==> config.mk <==
export PLATFORM = sky130hd
export DESIGN_NAME = state_dumper
export DESIGN_NICKNAME = d
export VERILOG_FILES = /design/src/rtl/state_dumper.sv
export SDC_FILE = /design/constraint.sdc
export NUM_CORES = 1
export LEC_CHECK = 0
export ABC_AREA = 1
export CAP_MARGIN = 10
export CORE_MARGIN = 2
export CORE_UTILIZATION = 47
export CTS_BUF_LIST = sky130_fd_sc_hd__clkbuf_8 sky130_fd_sc_hd__clkbuf_16
export DETAILED_ROUTE_END_ITERATION = 6
export HOLD_SLACK_MARGIN = 0.15
export PLACE_DENSITY = 0.77
export SYNTH_ARGS = -nofsm -noshare
export SYNTH_HDL_FRONTEND = slang
export SYNTH_SLANG_ARGS = --single-unit
==> constraint.sdc <==
create_clock -name clk_i -period 1.9 [get_ports clk_i]
set_clock_uncertainty 0.2 [all_clocks]
set_input_delay 0.38 -clock clk_i [delete_from_list [all_inputs] [get_ports clk_i]]
set_output_delay 0.38 -clock clk_i [all_outputs]
set_load 0.02 [all_outputs]
==> src/rtl/state_dumper.sv <==
// Streams a 42-word CPU state snapshot (cycle, PC, x0..x31, dmem[0..7]) over a
// valid/ready port while holding the CPU frozen.
module state_dumper (
  input  logic        clk_i,
  input  logic        rst_i,
  input  logic        start_i,
  input  logic [31:0] cycle_i,
  input  logic [31:0] pc_i,
  output logic [4:0]  reg_addr_o,
  input  logic [31:0] reg_data_i,
  output logic [4:0]  mem_addr_o,
  input  logic [31:0] mem_data_i,
  output logic [31:0] dout_o,
  output logic        dout_valid_o,
  input  logic        dout_ready_i,
  output logic        dout_last_o,
  output logic        freeze_o,
  output logic        done_o,
  output logic [15:0] dump_count_o
);

  typedef enum logic [1:0] {StIdle, StFetch, StWait, StDone} state_e;

  localparam logic [5:0] RegBase = 6'd2;
  localparam logic [5:0] MemBase = 6'd34;
  localparam logic [5:0] LastIdx = 6'd41;

  state_e      state_q;
  logic [5:0]  idx_q;
  logic [31:0] cycle_q;
  logic [31:0] pc_q;
  logic [31:0] dout_q;
  logic        valid_q;
  logic        last_q;
  logic        done_q;
  logic [15:0] count_q;
  logic [15:0] dump_count_q;

  logic [5:0]  reg_off;
  logic [5:0]  mem_off;
  logic [31:0] word_sel;

  assign reg_off = idx_q - RegBase;
  assign mem_off = idx_q - MemBase;

  // Addresses are live only during FETCH so the sources see a stable index.
  always_comb begin
    reg_addr_o = '0;
    mem_addr_o = '0;
    if (state_q == StFetch) begin
      if (idx_q >= MemBase) begin
        mem_addr_o = mem_off[4:0];
      end else if (idx_q >= RegBase) begin
        reg_addr_o = reg_off[4:0];
      end
    end
  end

  always_comb begin
    word_sel = mem_data_i;
    if (idx_q == 6'd0) begin
      word_sel = cycle_q;
    end else if (idx_q == 6'd1) begin
      word_sel = pc_q;
    end else if (idx_q < MemBase) begin
      word_sel = reg_data_i;
    end
  end

  always_ff @(posedge clk_i) begin
    if (rst_i) begin
      state_q      <= StIdle;
      idx_q        <= '0;
      cycle_q      <= '0;
      pc_q         <= '0;
      dout_q       <= '0;
      valid_q      <= 1'b0;
      last_q       <= 1'b0;
      done_q       <= 1'b0;
      dump_count_q <= '0;
    end else begin
      unique case (state_q)
        StIdle: begin
          done_q <= 1'b0;
          if (start_i) begin
            cycle_q <= cycle_i;
            pc_q    <= pc_i;
            idx_q   <= '0;
            state_q <= StFetch;
          end
        end
        StFetch: begin
          dout_q  <= word_sel;
          valid_q <= 1'b1;
          last_q  <= (idx_q == LastIdx);
          state_q <= StWait;
        end
        StWait: begin
          if (dout_ready_i) begin
            valid_q <= 1'b0;
            last_q  <= 1'b0;
            if (idx_q == LastIdx) begin
              done_q  <= 1'b1;
              state_q <= StDone;
            end else begin
              idx_q   <= idx_q + 6'd1;
              state_q <= StFetch;
            end
          end
        end
        StDone: begin
          done_q       <= 1'b0;
          dump_count_q <= dump_count_q + 16'd1;
          state_q      <= StIdle;
        end
        default: state_q <= StIdle;
      endcase
    end
  end

  assign count_q      = dump_count_q;
  assign dout_o       = dout_q;
  assign dout_valid_o = valid_q;
  assign dout_last_o  = last_q;
  assign done_o       = done_q;
  assign dump_count_o = count_q;
  assign freeze_o     = (state_q != StIdle);

endmodule

# Word-level counts from Yosys, hierarchy flattened
# Cells that the tools add are included.
# W data, S select, Z words.
# totals
reg_bits	123
in_bits	132
out_inout_bits	62
# classes
addsub	4
order_cmp	3
eq_ne	9
muxes	22
n_reduce_logical	12
# ops
operator	count
$mux W32	3
$mux W5	5
$mux W6	3
$add A16 B1 Y16 const B	1
$pmux W6 S2	1
$sub A5 B2 Y5 const B	2
$ne A2 B2 Y1 const B	4
$pmux W2 S4	1
$reduce_bool A2 Y1	4
$add A6 B1 Y6 const B	1
$eq A6 B1 Y1 const B	1
$eq A6 B6 Y1 const B	1
$ge A6 B2 Y1 const B	1
$ge A6 B6 Y1 const B	1
$logic_not A6 Y1	1
$lt A6 B6 Y1 const B	1
$mux W2	3
$pmux W1 S2	3
$reduce_and A2 Y1	3
$eq A2 B2 Y1 const B	2
$reduce_and A4 Y1	1
$mux W1	3
$reduce_and A3 Y1	1
$eq A2 B1 Y1 const B	1
other kinds (2)	2

# Depth between registers and ports, before layout
# Gate-level depths: netlist of the first run.
# depth
ltp_word	4
ltp_mapped	10
depth_no_buf	9

# Worst setup path before layout of the first run
# OpenSTA, ideal clock, no wires.
# synth_timing
path_kind	reg2out
from	reg idx_q[4]
to	out reg_addr_o[0]
arrival_ps	1428
path_slack_ps	-108
stages_incl_launch_ff	9
cell_sequence	dfxtp_1 -> buf_2 -> nor2_1 -> nand2_4 -> nand2_2 -> o21ai_1 -> nor2_1 -> o21ai_2 -> nor2_1
# synth_between
elab_chain_cells	4
# synth_rtl
item	line	rtl
start, declared	29	logic [5:0] idx_q;
start signal, assigned	106	idx_q <= idx_q + 6'd1;
$ge A6 B2 Y1	53	end else if (idx_q >= RegBase) begin
$mux W5	53	
$mux W5 (*)	51	if (idx_q >= MemBase) begin
$mux W5 (*)	50	if (state_q == StFetch) begin
end, declared	9	output logic [4:0] reg_addr_o,
# Every way passes the cells marked *; elsewhere a longest branch is shown, timed or not.

# Worst setup path in the final report of the first run
# layout_timing
from	reg idx_q[1]
to	out reg_addr_o[3]
# layout_between
elab_chain_cells	4
# layout_rtl
item	line
$sub A5 B2 Y5 or $ge A6 B2 Y1 (tied branches)	43, 53
$mux W5	53
$mux W5 (*)	51
$mux W5 (*)	50
# Marked as above.

==> out/qor.yml, run 1 <==
worst_setup_path:
  path_common_cell: "buf_6"
  critical_path.cell_chain: "buf_6 > ha_4 > or2_4 > o21ai_4 > buf_12 > nor2_4 > buf_6"
  r2r_slack_ps: -270
  cp_slowest_stage_delay_ps: 380
  cp_slowest_cell: "dfxtp_4"
  crit_type: "register to output pin"
  crit_path_end: "reg_addr_o[3]"
  crit_start: "idx_q[1]"
  timing.rr.end: "dout_o[16]"
  cp-start-kind: "register"
  worstPathMaxFanout: 5
  r2r_cells: 13
  required_ps: 1320
  cp-end-kind: "output pin"
  reg2reg_from: "idx_q[1]"
  worstPathArrival_ps: 1750
clock_tree:
  cts_num_sinks: 123
  path_clk_slew_ps: 60
  clkLatencyLatePin_ps: 420
  cts_tree: "yes"
  ctsHtreeMaxLevel: 4
  cts_made_buffers: 17
  root_buffer: "clkbuf_16"
  cts_buffer_depth: 2
synth:
  netlist.top_cell.by_area: "dfxtp_1"
  yosysMostFrequentCell: "nand2_1"
  netlist_instances: 971
  async_reset_ff_share_pct: 0
  syn_avg_cell_area_um2: 6.53
  synth_cell_type_count: 30
  synthFlopType: "dfxtp_1"
  synth_common_cells: "nand2_1 (175), inv_1 (163), a21oi_1 (149), dfxtp_1 (123), nor2_1 (105)"
  synth_seq_cells: 123
  ys_seq_area_share_pct: 38.8
  syn_area_um2: 6340
  ys_warn_count: 0
  syn_nets: 1115
  synth-edff-count: 0
  synth_top_area_share_pct: 38.8
  synth_area_leaders: "dfxtp_1 (39%), a21oi_1 (12%), nand2_1 (10%), inv_1 (9.7%), nor2_1 (6.2%)"
timing:
  slew_headroom_pct: 55.2
  fin_crit_sh_pct: 123
  drv_slew: 0
  fin_setup_tns_ps: -9290
  worst_pin_slew_ps: 672
  rsz0062_at_grt: "true"
  fin_crit_ps: 2330
  finalWorstSetupSlack_ps: -435
  setup_violations: 43
  clock.fmax_mhz: 428
  hold_violations: 0
job:
  maxCapViolations: 0
cells_and_area:
  fillers: 1034
  utilization_pct: 75.8
  antennaDiodeCount: 0
  fin_cells: 1391
  nNetsFinal: 1346
  drive_gt1_share_pct: 18.4
  syn2layout_area_growth_pct: 57.6
  final_cell_area_um2: 9990
power_and_ir_drop:
  power_density_nw_per_um2: 958
  irDropWorstVdd_v: 0.000715
  power_mw: 9.57
  leakage_nw: 4.43
min_path:
  hold_class: "primary input to register"
routing:
  drtIter0Drc: 599
  vias: 7031
  dr.pass1.iters: 5
  vias_per_cell: 5.05
  wl_um: 21400
  wire_per_inst_um: 15.4
  postRouteAntennaNets: 0
  drc: 0
global_routing:
  grt_max_degree: 65
  grt_pass1_vias: 6530
  grt_use_total_pct: 28.6
  grt_pass1_wl_um: 32400
  grt_overflow: 0
  antenna_found_initial: 0
placed_design:
  dp_hpwl_um: 12600
  postPlaceCellArea_um2: 8750
  place_congestion: 0.885
  port_buffers: 193
  placed_cells: 1335
die:
  die-area_um2: 14400
  ioPinCount: 194
  coreArea_um2: 13200
  die_h_um: 120
  die_w_um: 120
  rows: 42
  start_util_pct: 48.1
outcome:
  status: "finished with violations"
  violations: "setup timing"
registers in the layout, summed over array words and instances (netlist names):
signal and flops:
cycle_q 32, done_o 1, dout_last_o 1, dout_o 32, dout_valid_o 1, dump_count_o 16, idx_q 6, pc_q 32
state_q 2
worst max-delay path, delay by kind of cell (launching register included):
kind	cells	cell delay, ps
compound gates	1	140
fa+ha+maj	1	140
buf+inv	3	400
flops	1	380
simple gates	2	270
report_power, final:
group          internal (mW)  total, mW  leakage (nW)  switching (mW)
logic                   1.40       3.31          3.14            1.92
registers               3.02       3.16          1.01           0.141
clock network           1.87       3.10         0.280            1.23
how the worst min path moves through the flow:
stage                      from               end  cells after the start
floorplan               pc_q[0]           pc_q[0]                      2
global placement    cycle_q[29]       cycle_q[29]                      2
detailed placement     pc_q[11]          pc_q[11]                      2
CTS                       rst_i  dump_count_o[11]                      5
global route              rst_i        state_q[0]                      4
finish                    rst_i        state_q[1]                      5
kinds of logic after synthesis:
group | count (synthesis) | synth area share [%]
and+or+nand+nor | 378 | 25.2
AOI/OAI and AO/OA | 232 | 18.6
buffers and inverters | 222 | 14.5
DFF | 123 | 38.8
adders and majority gates | 12 | 2.37
xor gates and xnor gates | 4 | 0.553
cells in the final DEF (no fill, tap or decap), types with 6 or more instances in the layout:
cell	synthesis	routed
nand2_1	175	166
inv_1	163	155
clkdlybuf4s50_1	0	130
a21oi_1	149	120
dfxtp_1	123	116
nor2_1	105	79
o21ai_0	76	75
nand3_1	78	74
dlygate4sd2_1	0	51
buf_4	4	48
a21oi_2	0	27
buf_6	7	23
nor2_4	1	19
clkbuf_16	0	17
nor2_2	1	13
buf_12	0	13
nand2_2	3	7
nand2_4	1	6
ha_4	0	6
ha_1	12	6
metrics by stage:
step,hold slack [ps],setup slack [ps]
floorplan,229,-34.4
global placement,237,-511
detailed placement,242,-537
CTS,223,-435
global route,246,-480
finish,233,-435
per-layer routing:
metal | part of all wire, % | track usage, % | vias to the layer above
li1 | - | - | 3523
met1 | 41 | 33.7 | 3213
met2 | 50 | 49.5 | 259
met3 | 7.1 | 7.46 | 36
met4 | 2.1 | 10.9 | 0
met5 | 0 | 0 | -
cell type report:
cell class              instances  area, um^2  share of cell area, %
repair buffers                267        2650                   26.5
clock inverters                13         118                   1.18
flip-flops and latches        123        2480                   24.8
clock buffers                  19         453                   4.53
well taps                     176         220                   2.20
multi-input cells             630        3460                   34.6
inverters                     163         621                   6.21
what timing repair did:
action	CTS	global route
gates resized for setup	171	70
gates cloned	4	0
pin swaps	43	39
setup endpoints to repair	100	51
setup buffers	17	4
hold endpoints to repair	0	0
hold buffers	0	0
Note: power is estimated with default switching activity, not from simulation.
==> inputs of run 2 (changes only) <==
--- a/config.mk
+++ b/config.mk
@@ -6,13 +6,14 @@
 export NUM_CORES = 1
 export LEC_CHECK = 0
 export ABC_AREA = 1
-export CAP_MARGIN = 10
+export CAP_MARGIN = 25
 export CORE_MARGIN = 2
 export CORE_UTILIZATION = 47
 export CTS_BUF_LIST = sky130_fd_sc_hd__clkbuf_8 sky130_fd_sc_hd__clkbuf_16
 export DETAILED_ROUTE_END_ITERATION = 6
 export HOLD_SLACK_MARGIN = 0.15
 export PLACE_DENSITY = 0.77
+export REMOVE_ABC_BUFFERS = 1
 export SYNTH_ARGS = -nofsm -noshare
 export SYNTH_HDL_FRONTEND = slang
 export SYNTH_SLANG_ARGS = --single-unit
==> constraint.sdc (replaced) <==
create_clock -name clk_i -period 1.9 [get_ports clk_i]
set_clock_uncertainty 0.2 [all_clocks]
set_input_delay 0.38 -clock clk_i [delete_from_list [all_inputs] [get_ports clk_i]]
set_output_delay 0.38 -clock clk_i [all_outputs]
set_load 0.01 [all_outputs]
==> out/qor.yml, run 2 (synthesis results as in run 1) <==
routing:
  wire_per_inst_um: 16.4  # +6.6%
  postRouteAntennaNets: 0  # unchanged
  wl_um: 23100  # +7.9%
  dr.pass1.iters: 5  # unchanged
  drtIter0Drc: 458  # -24%
  drc: 0  # unchanged
  vias: 7297  # +3.8%
  vias_per_cell: 5.18  # +2.5%
worst_setup_path:
  crit_type: "register to output pin"
  r2r_slack_ps: -270  # about the same
  timing.rr.end: "dout_o[1]"
  r2r_cells: 14  # +1
  crit_start: "idx_q[2]"
  cp-start-kind: "register"
  required_ps: 1320  # about the same
  crit_path_end: "mem_addr_o[3]"
  worstPathMaxFanout: 3  # -2
  reg2reg_from: "idx_q[4]"
  cp-end-kind: "output pin"
  worstPathArrival_ps: 1770  # +20 ps
timing:
  clock.fmax_mhz: 426  # -0.49%
  slew_headroom_pct: 48.9  # -6.3 points
  setup_violations: 48  # +12%
  worst_pin_slew_ps: 766  # +94.1 ps
  fin_crit_sh_pct: 123  # +0.60 points
  whs_ps: 248  # +14.9 ps
  finalWorstSetupSlack_ps: -446  # -11.5 ps
  rsz0062_at_grt: "true"
  fin_crit_ps: 2350  # +11.5 ps
  drv_slew: 0  # unchanged
  hold_violations: 0  # unchanged
die:
  coreArea_um2: 13200  # unchanged
  rows: 42  # unchanged
  die_w_um: 120  # unchanged
  die-area_um2: 14400  # unchanged
  start_util_pct: 48.1  # unchanged
  die_h_um: 120  # unchanged
  ioPinCount: 194  # unchanged
cells_and_area:
  drive_gt1_share_pct: 22.3  # +3.9 points
  seq_area_um2: 2480  # +0.10%
  syn2layout_area_growth_pct: 64.2
  final_common_cell: "nand2_1"
  antennaDiodeCount: 0  # unchanged
  final_cell_mix: "nand2_1 (161), inv_1 (158), clkdlybuf4s50_1 (132)"
  multi_input_area_um2: 3590  # +3.7%
  nNetsFinal: 1366  # +1.5%
  utilization_pct: 78.9  # +3.1 points
  fillers: 948  # -8.3%
global_routing:
  antenna_found_initial: 0  # unchanged
  grt_overflow: 0  # unchanged
  grt_max_degree: 65  # unchanged
  grt_pass1_vias: 7141  # +9.4%
  grt_pass1_wl_um: 34000  # +5.1%
  grt_use_total_pct: 29.8  # +1.3 points
job:
  maxCapViolations: 0  # unchanged
power_and_ir_drop:
  switching_share_pct: 34.0  # -0.32 points
  irDropWorstVdd_v: 0.000769  # +7.5%
  p_int_mw: 6.42  # +2.1%
  p_clk_share_pct: 29.9  # -2.5 points
  leakage_nw: 4.92  # +11%
  power_density_nw_per_um2: 934  # -2.5%
  power_mw: 9.73  # +1.6%
  seqPwrFrac_pct: 32.7  # -0.3 points
  power_switching_mw: 3.30  # +0.66%
  power_frac_comb_pct: 37.3  # +2.7 points
clock_tree:
  cts_made_buffers: 17  # unchanged
  clkLatencyLatePin_ps: 430  # about the same
  ctsHtreeMaxLevel: 4  # unchanged
  cts_buffer_depth: 2  # unchanged
  cts_tree: "yes"
  path_clk_slew_ps: 50  # about the same
  holdBufCountCts: 0  # unchanged
  root_buffer: "clkbuf_16"
  cts_num_sinks: 123  # unchanged
min_path:
  hold_class: "primary input to register"
  holdPathStages: 5  # unchanged
placed_design:
  dp_hpwl_um: 12100  # -4.4%
  place_congestion: 0.897  # +1.3%
  dp_slack_ps: -381  # +155 ps
  port_buffers: 193  # unchanged
outcome:
  status: "finished with violations"
  violations: "setup timing"
run 2: changes by cell type in the layout (fill, tap and decap cells not counted), moves of 6 or more:
cell | previous run | this run
nand3_2 | 3 | 11
nor2_4 | 19 | 25
nand3_1 | 74 | 61
nor2_1 | 79 | 59
buf_6 | 23 | 14
nor2_2 | 13 | 26
dlymetal6s2s_1 | 0 | 22
nand2_2 | 7 | 14
dlygate4sd2_1 | 51 | 27
buf_2 | 1 | 12
buf_4 | 48 | 58
run 2: critical path: stages, from the launching register on:
cell     delay [ps]
dfxtp_2         370
inv_2            70
buf_4           150
ha_1            250
xnor2_2         270
nor2_1           80
buf_2           150
run 2: timing repair:
| item | 4_1_cts | 5_1_grt |
|---|---|---|
| gates cloned | 10 | 0 |
| setup endpoints to repair | 78 | 76 |
| pin swaps | 29 | 41 |
| gates resized for setup | 174 | 119 |
| setup buffers | 27 | 11 |
run 2: per-stage QoR:
stage                     area (um^2)  TNS (ps)  instances
final                           10400    -10010       1408
after detailed placement         8670    -14710       1335
after global routing            10400    -12900       1408
after global placement           8670    -11600       1335
after CTS                        9970     -5700       1400
after floorplan                  6030    -84620        912
run 2: area by class of cell:
type | instances | share of cell area (%)
multi-input combinational | 629 | 34.5
timing repair buffer | 288 | 28.6
sequential | 123 | 23.8
inverter | 163 | 6.04
clock buffer | 22 | 4.75
tap | 176 | 2.12
clock inverter | 7 | 0.277
run 2: per-layer routing:
layer | part of all wire [%] | wire length (um) | GRT usage [%] | vias to the layer above
li1 | - | - | - | 3565
met3 | 6.8 | 1560 | 7.84 | 64
met1 | 41 | 9450 | 35.6 | 3388
met4 | 3.5 | 810 | 11.9 | 0
met5 | 0 | 0 | 0 | -
met2 | 49 | 11200 | 51.0 | 280
run 2: power groups by stage:
stage                     clock, mW  combinational (mW)  sequential, mW
after global routing           3.06                3.92            3.22
after floorplan                   0                1.34            3.26
after CTS                      2.90                3.25            3.17
after detailed placement          0                2.67            3.22
after global placement            0                2.63            3.20
final                          2.91                3.63            3.18
run 2: worst min path at each step:
stage	from	endpoint	slack (ps)
CTS	rst_i	dump_count_o[11]	240
finish	rst_i	dump_count_o[11]	250
detailed placement	pc_q[16]	pc_q[16]	240
global placement	pc_q[16]	pc_q[16]	240
floorplan	cycle_q[0]	cycle_q[0]	230
global route	dout_o[31]	dout_o[31]	270
